File: config.mk
export PLATFORM = sky130hd
export DESIGN_NAME = midi_voice_scheduler
export DESIGN_NICKNAME = d
export VERILOG_FILES = /design/src/rtl/midi_voice_scheduler.sv
export SDC_FILE = /design/constraint.sdc
export NUM_CORES = 1
export LEC_CHECK = 0
export CAP_MARGIN = 20
export CORE_MARGIN = 8
export CORE_UTILIZATION = 30
export DETAILED_ROUTE_END_ITERATION = 6
export GPL_ROUTABILITY_DRIVEN = 0
export GPL_TIMING_DRIVEN = 0
export HOLD_SLACK_MARGIN = 0.02
export PLACE_DENSITY = 0.49
export SYNTH_ARGS = -nofsm -noshare
export SYNTH_HDL_FRONTEND = slang
export SYNTH_SLANG_ARGS = --single-unit
File: constraint.sdc
create_clock -name i_clk -period 8.35 [get_ports i_clk]
set_input_delay 1.67 -clock i_clk [delete_from_list [all_inputs] [get_ports i_clk]]
set_output_delay 1.67 -clock i_clk [all_outputs]
set_load 0.03 [all_outputs]
File: src/rtl/midi_voice_scheduler.sv
// MIDI Note On/Off parser with running status and oldest-steal voice allocation.
// Drives per-slot active/note/velocity registers for the LED and tone stages.
module midi_voice_scheduler #(
    parameter int NUM_VOICES = 4,
    parameter int CHANNEL    = 0,
    parameter int OMNI       = 0,
    parameter int AGE_W      = 4
) (
    input  logic                    i_clk,
    input  logic                    i_rst,
    input  logic                    i_byte_valid,
    input  logic [7:0]              i_byte_data,
    input  logic                    i_panic,
    output logic [NUM_VOICES-1:0]   o_voice_active,
    output logic [7*NUM_VOICES-1:0] o_voice_note,
    output logic [7*NUM_VOICES-1:0] o_voice_vel,
    output logic                    o_note_event,
    output logic                    o_steal
);
    localparam int IDX_W = (NUM_VOICES > 1) ? $clog2(NUM_VOICES) : 1;
    localparam logic [AGE_W-1:0] AGE_MAX = '1;

    typedef enum logic [1:0] {NO_STATUS, WAIT_D1, WAIT_D2} state_t;

    state_t                r_state;
    logic [7:0]            r_status;
    logic [6:0]            r_d1;
    logic [NUM_VOICES-1:0] r_active;
    logic [6:0]            r_note [NUM_VOICES];
    logic [6:0]            r_vel  [NUM_VOICES];
    logic [AGE_W-1:0]      r_age  [NUM_VOICES];
    logic                  r_note_event;
    logic                  r_steal;

    logic                  w_is_data;
    logic                  w_is_sys;
    logic                  w_is_rt;
    logic                  w_chan_ok;
    logic                  w_note_msg;
    logic                  w_exec;
    logic                  w_on;
    logic [NUM_VOICES-1:0] w_hits;
    logic                  w_hit_any;
    logic                  w_free_any;
    logic [IDX_W-1:0]      w_hit_idx;
    logic [IDX_W-1:0]      w_free_idx;
    logic [IDX_W-1:0]      w_old_idx;
    logic [AGE_W-1:0]      w_old_age;
    logic [IDX_W-1:0]      w_tgt;
    logic                  w_steal;

    assign w_is_data  = ~i_byte_data[7];
    assign w_is_sys   = (i_byte_data[7:3] == 5'b11110);
    assign w_is_rt    = (i_byte_data[7:3] == 5'b11111);
    assign w_chan_ok  = (OMNI != 0) || (r_status[3:0] == 4'(CHANNEL));
    assign w_note_msg = (r_status[7:5] == 3'b100);
    assign w_exec     = i_byte_valid && w_is_data && (r_state == WAIT_D2) && w_note_msg && w_chan_ok;
    assign w_on       = r_status[4] && (i_byte_data[6:0] != 7'd0);

    // Lowest-index hit and free slot; oldest slot with ties resolved to the lowest index.
    always_comb begin
        w_hits     = '0;
        w_hit_any  = 1'b0;
        w_hit_idx  = '0;
        w_free_any = 1'b0;
        w_free_idx = '0;
        w_old_idx  = '0;
        w_old_age  = r_age[0];
        for (int i = 0; i < NUM_VOICES; i++) begin
            w_hits[i] = r_active[i] && (r_note[i] == r_d1);
        end
        for (int i = NUM_VOICES - 1; i >= 0; i--) begin
            if (w_hits[i]) begin
                w_hit_any = 1'b1;
                w_hit_idx = IDX_W'(i);
            end
            if (!r_active[i]) begin
                w_free_any = 1'b1;
                w_free_idx = IDX_W'(i);
            end
        end
        for (int i = 1; i < NUM_VOICES; i++) begin
            if (r_age[i] > w_old_age) begin
                w_old_age = r_age[i];
                w_old_idx = IDX_W'(i);
            end
        end
        w_steal = !w_hit_any && !w_free_any;
        w_tgt   = w_hit_any ? w_hit_idx : (w_free_any ? w_free_idx : w_old_idx);
    end

    always_ff @(posedge i_clk) begin
        if (i_rst) begin
            r_state  <= NO_STATUS;
            r_status <= 8'd0;
            r_d1     <= 7'd0;
        end else if (i_byte_valid) begin
            if (w_is_rt) begin
                r_state <= r_state;
            end else if (w_is_sys) begin
                r_state  <= NO_STATUS;
                r_status <= 8'd0;
            end else if (!w_is_data) begin
                r_status <= i_byte_data;
                r_state  <= WAIT_D1;
            end else begin
                unique case (r_state)
                    WAIT_D1: begin
                        r_d1    <= i_byte_data[6:0];
                        // Program change / channel pressure carry a single data byte.
                        r_state <= (r_status[7:5] == 3'b110) ? WAIT_D1 : WAIT_D2;
                    end
                    WAIT_D2: r_state <= WAIT_D1;
                    default: r_state <= NO_STATUS;
                endcase
            end
        end
    end

    always_ff @(posedge i_clk) begin
        if (i_rst) begin
            r_active     <= '0;
            r_note_event <= 1'b0;
            r_steal      <= 1'b0;
            for (int i = 0; i < NUM_VOICES; i++) begin
                r_note[i] <= '0;
                r_vel[i]  <= '0;
                r_age[i]  <= '0;
            end
        end else begin
            r_note_event <= w_exec && !i_panic;
            r_steal      <= w_exec && !i_panic && w_on && w_steal;
            if (i_panic) begin
                r_active <= '0;
                for (int i = 0; i < NUM_VOICES; i++) r_age[i] <= '0;
            end else if (w_exec) begin
                for (int i = 0; i < NUM_VOICES; i++) begin
                    if (w_on) begin
                        if (w_tgt == IDX_W'(i)) begin
                            r_active[i] <= 1'b1;
                            r_note[i]   <= r_d1;
                            r_vel[i]    <= i_byte_data[6:0];
                            r_age[i]    <= '0;
                        end else if (r_active[i] && (r_age[i] != AGE_MAX)) begin
                            r_age[i] <= r_age[i] + 1'b1;
                        end
                    end else if (w_hits[i]) begin
                        r_active[i] <= 1'b0;
                    end
                end
            end
        end
    end

    genvar gi;
    generate
        for (gi = 0; gi < NUM_VOICES; gi++) begin : g_pack
            assign o_voice_note[7*gi +: 7] = r_note[gi];
            assign o_voice_vel[7*gi +: 7]  = r_vel[gi];
        end
    endgenerate

    assign o_voice_active = r_active;
    assign o_note_event   = r_note_event;
    assign o_steal        = r_steal;
endmodule

**Yosys cells after proc, flatten, opt, wreduce, memory -nomap -nowiden**

Memory sizes are Yosys's and may differ from the RTL's.
Cells that the tools add are included.

- $add $sub $neg: 4
- Order comparisons: 3
- Equality and inequality tests: 21
- Multiplexer cells: 118
- Bitwise gates (word level): 23
- Reductions and logical operators: 36

Operator list:

| operator | count |
|---|---|
| 1-bit 2-to-1 mux | 78 |
| 4-bit 2-to-1 mux | 14 |
| 7-bit 2-to-1 mux | 8 |
| 2-bit 2-to-1 mux | 15 |
| 7-bit equality test | 4 |
| 1-bit OR | 20 |
| 1-bit logical AND | 17 |
| 4-bit by 1-bit adder with 4-bit output (second input constant) | 4 |
| 8-bit 2-to-1 mux | 2 |
| 4-bit != test (second input constant) | 4 |
| 3-bit AND reduction | 5 |
| 4-bit > comparator | 3 |
| 5-bit equality test (second input constant) | 2 |
| 2-bit nonzero test | 5 |
| 2-bit by 1-bit != test with 1-bit output (second input constant) | 4 |
| 7-bit nonzero test | 1 |
| 2-bit equality test (second input constant) | 3 |
| 3-bit equality test (second input constant) | 2 |
| 5-bit AND reduction | 1 |
| 2-bit by 1-bit equality test with 1-bit output (second input constant) | 2 |
| 4-bit logical NOT | 1 |
| 2-bit case mux with 2 select lines | 1 |
| 1-bit logical NOT | 3 |
| 1-bit inverter | 3 |
| other kinds (3) | 3 |

- Bits in registers: 23
- RAM bits: 72
- Output and inout bits: 62
- Memories: 3

Memory list:

| memory | depth | bits a word | rd ports | clocked after memory_dff | wr ports | line | RTL |
|---|---|---|---|---|---|---|---|
| r_note | 4 | 7 | 4 | 0 | 4 | 29 | `logic [6:0] r_note [NUM_VOICES];` |
| r_vel | 4 | 7 | 4 | 0 | 4 | 30 | `logic [6:0] r_vel [NUM_VOICES];` |
| r_age | 4 | 4 | 4 | 0 | 4 | 31 | `logic [AGE_W-1:0] r_age [NUM_VOICES];` |

**Logic depth before layout (Yosys ltp)**

Gate-level depths: netlist of run 1.
An unclocked memory read counts as a cell.

- Word-level depth: 18
- Mapped depth: 22
- Depth with buffers taken out: 21

**Worst setup path before layout of run 1**

OpenSTA, ideal clock, no wires.

- Path kind: register to register
- Start: memory r_age[1][1]
- End: memory r_note[0][0] (enable)
- Data arrival time: 4.589 ns
- Required time: 7.993 ns
- Slack: 3.404 ns
- Cell stages (with the launch flop): 20
- Path buffers: 1
- Path through: edfxtp_1 ha_1 nor2b_1 o21ai_0 a21oi_2 mux2i_1 ha_1 a211oi_1 o21ai_0 o211ai_1 o21ai_0 ha_1 and3b_1 a2111oi_2 o21ai_1 o311ai_4 nand2_2 o21ai_4 buf_4 a21o_1

RTL lines:

| element | line |
|---|---|
| start, declared | 31 |
| end, declared | 29 |

==> run metrics, run 1 <==
Max Freq=around 170 MHz; # Max-Cap Violations=0; dpl cells=707; top cells by area, synth=edfxtp_1 43%, dfxtp_1 11%, and2_1 5.6%, ha_1 4.7%, xnor2_1 3.5%; DRT met1 WL=around 5800 um; Yosys top cell area share=0.4250; Levels on crit path=19; Bufs on Longest Clock Path=2; Switch Pwr=between 0.2 and 0.3 mW; die area=20320 um2; RSZ-0062 raised after global routing=no; sequential area share after synthesis=0.5375; Worst-path clk slew=approximately 0.07 ns; Final Non-Filler Cells=723; critical path cell sequence=ha_1 > nor2b_1 > o21ai_0 > a21oi_2 > mux2i_1 > ha_1 > a211oi_1 > o21ai_0 > o211ai_1 > o21ai_0 > ha_1 > and3b_1 > a2111oi_2 > o21ai_1 > o311ai_4 > nand2_2 > o21ai_4 > buf_4 > a21o_1; global-route wire length before repair=about 21000 um; ys flop type=edfxtp_1; port bufs=70; DR vias=between 3000 and 4000; Die Y=around 140 um; Iteration-0 DRC Markers=140; Crit path buffers/inverters=1; final hold slack=~0.48 ns; initial antenna violation count=0; R2R Setup Slk=2.50 ns; Final nets=532; Largest stage delay, worst path=~0.52 ns; Die W=142.6 um; worst-margin pin slew=between 1 and 1.5 ns; Slew headroom=0.3180; sw frac=0.2627; Arr. time, crit path=around 5.8 ns; hold bufs inserted after CTS=0; # IOs=74; share of layout cells above drive strength 1=0.09270; outcome=finished, final reports clean; worst endpoint required time=8.34 ns; dominant cell type by area after synthesis=edfxtp_1; power share of the combinational group=0.120; CP endpoint=r_vel[0][4]; Post-DP HPWL=about 9800 um; most frequent cells after synthesis=68 x edfxtp_1, 43 x and2_1, 31 x nor2_1; final setup violation count=0; Slowest cell on crit path=a21o_1; TritonRoute pass-1 iters=4; Critical Path End Type=flop; CTS resizes=0; most frequent cell after synthesis=edfxtp_1; Met3 Routed Length=749 um; crit path max fanout=14; worst hold path type=reg -> reg; synthesized area=4805 um2; Ys Warns=0; P_int=just under 0.8 mW; core area=15770 um2; power share of the clock group=0.371; Worst R2R End=r_vel[0][4]; final setup TNS=0 ns; grt total ovfl=0; Post-Place Setup Slack=~2.5 ns; met2 wire len=between 6000 and 7000 um; PwrDens=173.4 nW/um2; number of synthesized flops with an enable pin=between 60 and 70; clk_skew=between 0.008 and 0.009 ns; CP Launch Type=flop; register share of total power=0.509; Slew Viols, Final=0; final worst-path cycle share=0.7004; Root Driver=clkbuf_16; TritonCTS buffer count=9; CTS tree=done; number of diodes=0; H-tree lvl count=3; syn avg cell area=approximately 11 um2; final WL=~13000 um; Lkg Pwr=about 2.3 nW; Synth cell types=between 50 and 60; clock sink count=95; Crit path max-delay family=compound AO/OA/AOI/OAI gates; post-route ant nets=0; fin worst setup slack=2.502 ns; CP startpoint=r_age[1][1]; largest net degree at the start of global routing=17; Initial Util=0.3047; # DRC=0; CP Class=reg -> reg; worst r2r src=r_age[1][1]; final hold vios=0; Layout Area Growth over Synthesis=25.89%; Vias/cell=between 4 and 5; row cnt=46; cell count after synthesis=around 420; Post-CTS Setup Bufs=0; Peak VDD IR=between 0.08 and 0.09 mV; clock period minus worst slack=5.848 ns; Synth Register Bits=95; worst reg-to-reg path cell count=19; Async SR Flop Fraction=0; Total Routing Usage GR=0.1359; wire per inst=18.27 um; number of global-route vias before repair=approximately 3700; Top Layer Used=met4; Worst-Skew Late Latency=about 0.35 ns; syn_nets=roughly 450
[through the flow]
step	utilization	power [mW]	area, um2
after floorplan	-	0.6211	4805
after global placement	0.3662	0.6698	5776
after detailed placement	0.3662	0.6719	5776
after CTS	0.3835	1.062	6048
after global routing	0.3835	1.091	6048
final	0.3835	1.049	6048
[power groups by stage]
stage | sequential [mW] | clock [mW] | combinational, mW
2_1_floorplan | 0.565 | 0 | 0.0558
3_3_place_gp | 0.544 | 0 | 0.126
3_5_place_dp | 0.544 | 0 | 0.128
4_1_cts | 0.534 | 0.399 | 0.128
5_1_grt | 0.536 | 0.416 | 0.139
6_report | 0.533 | 0.389 | 0.126
[cell usage in the layout (no fill, tap or decap), types with 9 or more instances in the layout]
cell type,netlist,layout
nand2_1,19,19
and3_1,17,17
nor2_1,31,31
xnor2_1,19,19
and2_1,43,43
clkdlybuf4s50_1,0,70
mux2i_1,10,10
buf_2,9,9
clkbuf_16,0,9
inv_1,16,16
nand3_1,12,12
dfxtp_1,27,27
xor2_1,16,16
edfxtp_1,68,68
o21ai_0,10,10
nand4_1,12,12
ha_1,18,18
[cell families (layout without fill, tap and decap cells)]
logic type / Yosys count / after routing / share of synthesized area
fa+ha+maj: 18 / 18 / 0.04688
buf+inv: 36 / 122 / 0.03281
xor+xnor: 35 / 35 / 0.06380
mux: 12 / 12 / 0.02552
simple gates: 160 / 160 / 0.1839
compound gates: 65 / 65 / 0.1096
flops: 95 / 95 / 0.5375
[sequential cells by signal, indices dropped and copies added (netlist names)]
name	flops
o_steal	1
o_voice_active	4
r_d1	7
r_state	2
r_vel	28
o_note_event	1
r_note	28
r_age	16
r_status	8
[worst min path at each step]
stage / from / end / slack, ns / cells after the start
finish: r_status[4] / r_status[4] / 0.48 / 1
global route: r_status[1] / r_status[1] / 0.52 / 1
detailed placement: r_status[4] / r_status[4] / 0.47 / 1
floorplan: r_status[4] / r_status[4] / 0.44 / 1
CTS: r_status[4] / r_status[4] / 0.48 / 1
global placement: r_status[4] / r_status[4] / 0.46 / 1
[layer usage]
metal | vias up | global-route usage
li1 | 1696 | -
met5 | - | 0
met3 | 15 | 0.03656
met2 | 69 | 0.2315
met4 | 0 | 0.04251
met1 | 1687 | 0.1633
[cell type report]
type | instances | area [um2]
multi-input combinational | 290 | 2064
timing repair buffer | 70 | 700.7
inverter | 16 | 60.06
fill | 1593 | 9722
buffer | 20 | 97.59
sequential | 95 | 2582
clock inverter | 7 | 47.55
clock buffer | 9 | 225.2
tap | 216 | 270.3
[worst reg2reg max path, stage by stage, from the launching register on]
cell       delay [ns]
edfxtp_1         0.47
ha_1             0.34
nor2b_1          0.13
o21ai_0          0.11
a21oi_2          0.33
mux2i_1          0.33
ha_1             0.31
a211oi_1         0.20
o21ai_0          0.15
o211ai_1         0.28
o21ai_0          0.18
ha_1             0.34
and3b_1          0.19
a2111oi_2        0.33
o21ai_1          0.20
o311ai_4         0.36
nand2_2          0.14
o21ai_4          0.34
buf_4            0.23
a21o_1           0.52
No activity file was read; power rests on OpenSTA's default activity.
==> run 2, diff against run 1 <==
==> constraint.sdc (replaced) <==
create_clock -name i_clk -period 5.95 [get_ports i_clk]
set_input_delay 1.19 -clock i_clk [delete_from_list [all_inputs] [get_ports i_clk]]
set_output_delay 1.19 -clock i_clk [all_outputs]
set_load 0.03 [all_outputs]
==> run 2 against run 1 <==
Via count is 0.84% higher. Final area grew 0.58%. Critical path depth down 1. Critical path type unchanged. Non-clock buffer count rose by 3. Combinational power increased by 44%. Sequential share of layout area shrank 0.25 points. Worst hold slack better by 0.0053 ns. Largest cell class unchanged. Fmax rose by 7.2%. Die area stayed put. Sequential power increased by 41%. Total power is 41% higher. Sequential cell count stayed put. Critical endpoint is now r_age[3][0].
==> run metrics, run 2 (synthesis results as in run 1) <==
wire per inst=around 18 um; final worst-path cycle share=0.9170; grt total ovfl=0; Worst-Skew Late Latency=0.35 ns; RSZ-0062 raised after global routing=no; Vias/cell=4.815; Total Routing Usage GR=0.1359; clock sink count=between 90 and 100; crit path max fanout=9; final setup violation count=0; Slew headroom=0.3296; largest net degree at the start of global routing=17; number of diodes=0; row cnt=46; number of global-route vias before repair=roughly 3700; clk_skew=0.006939 ns; final setup TNS=0 ns; final WL=13300 um; Hold Path End=r_status[4]; initial antenna violation count=0; CP Launch Type=flop; Max Freq=approximately 180 MHz; most common cell after layout, fill and taps aside=clkdlybuf4s50_1; Iteration-0 DRC Markers=138; post-route ant nets=0; post-layout util=0.3858; R2R Setup Slk=~0.49 ns; DR vias=about 3500; CP Class=reg -> reg; Worst-path clk slew=roughly 0.070 ns; Peak VDD IR=0.1234 mV; Final nets=535; global-route wire length before repair=20790 um; worst-margin pin slew=roughly 0.99 ns; Post-DP HPWL=just under 10000 um; clock period minus worst slack=approximately 5.5 ns; CTS tree=done; share of layout cells above drive strength 1=0.1039; Switch Pwr=~0.4 mW; power share of the combinational group=0.123; Die W=roughly 140 um; die area=about 20000 um2; TritonCTS buffer count=9; H-tree lvl count=3; worst hold path type=reg -> reg; core area=roughly 16000 um2; Worst R2R End=r_age[3][0]; worst reg-to-reg path cell count=18; Die Y=about 140 um; HP Start=r_status[4]; # Max-Cap Violations=0; Critical Path End Type=flop; Slew Viols, Final=0; Arr. time, crit path=~5.4 ns; power share of the clock group=0.370; register share of total power=0.506; Root Driver=clkbuf_16; Largest regs=r_note: 28 flops, r_vel: 28 flops, r_age: 16 flops; worst r2r src=r_age[1][1]; Initial Util=0.3047; outcome=finished, final reports clean; final hold vios=0; Lkg Pwr=between 2 and 2.5 nW; TritonRoute pass-1 iters=4; CP startpoint=r_age[1][1]; Layout Area Growth over Synthesis=26.61%; P_int=1.089 mW; hold bufs inserted after CTS=0; sw frac=0.2631; # IOs=74; worst endpoint required time=a little under 6 ns; port bufs=70; PwrDens=between 200 and 250 nW/um2; most frequent cells in the layout=70 x clkdlybuf4s50_1, 68 x edfxtp_1, 43 x and2_1; WHS Path Cells=1; Bufs on Longest Clock Path=2; # DRC=0
run 2: routing by layer:
metal	track usage	vias to the layer above	wire length [um]
met1	0.1633	1724	5824
li1	-	1701	-
met4	0.04251	0	133
met3	0.03656	9	706
met5	0	-	0
met2	0.2315	62	6633
run 2: worst max path at each step:
stage / cells past startpoint / slack (ns) / to
after floorplan: 19 / 1.00 / r_note[0][0]
after global placement: 19 / 0.27 / r_vel[0][3]
after detailed placement: 19 / 0.11 / r_vel[0][1]
after CTS: 19 / 0.09 / r_note[0][2]
after global routing: 20 / 0.02 / r_age[3][0]
final: 18 / 0.49 / r_age[3][0]
run 2: per-stage QoR:
stage | setup slack, ns | power (mW) | instance area, um2 | std cells | hold WS, ns
final | 0.4936 | 1.478 | 6083 | 726 | 0.4831
after global routing | 0.01760 | 1.536 | 6083 | 726 | 0.5160
after CTS | 0.09208 | 1.490 | 6048 | 723 | 0.4843
after detailed placement | 0.1085 | 0.9430 | 5776 | 707 | 0.4682
after global placement | 0.2725 | 0.9400 | 5776 | 707 | 0.4597
after floorplan | 1.004 | 0.8716 | 4805 | 421 | 0.4427
run 2: final cells by class:
cell class              count  area (um2)
plain buffers              20       97.59
clock buffers               9       225.2
clock inverters             7       47.55
fillers                  1590        9687
inverters                  16       60.06
multi-input cells         290        2077
flip-flops and latches     95        2582
well taps                 216       270.3
repair buffers             73       723.2
run 2: critical path, stage by stage, from the launching register on:
cell,delay [ns]
edfxtp_1,0.46
ha_1,0.33
nor2b_1,0.13
o21ai_0,0.11
a21oi_2,0.25
mux2i_2,0.30
ha_1,0.30
a211oi_1,0.20
o21ai_0,0.15
o211ai_1,0.23
o21ai_0,0.17
ha_1,0.35
and3b_1,0.19
a2111oi_2,0.05
o21ai_1,0.32
o311ai_4,0.15
a21oi_4,0.34
nand2_1,0.18
o311ai_0,0.85
run 2: repair_timing:
item                       in CTS  in global routing
gates resized for setup         0                  4
buffers inserted                0                  3
hold endpoints to repair        0                  0
setup endpoints to repair       0                 55
run 2: power by group through the flow:
| stage | Clock [mW] | Sequential, mW | Combinational, mW |
|---|---|---|---|
| 2_1_floorplan | 0 | 0.793 | 0.0783 |
| 3_3_place_gp | 0 | 0.764 | 0.176 |
| 3_5_place_dp | 0 | 0.764 | 0.179 |
| 4_1_cts | 0.560 | 0.749 | 0.180 |
| 5_1_grt | 0.584 | 0.752 | 0.201 |
| 6_report | 0.548 | 0.749 | 0.182 |
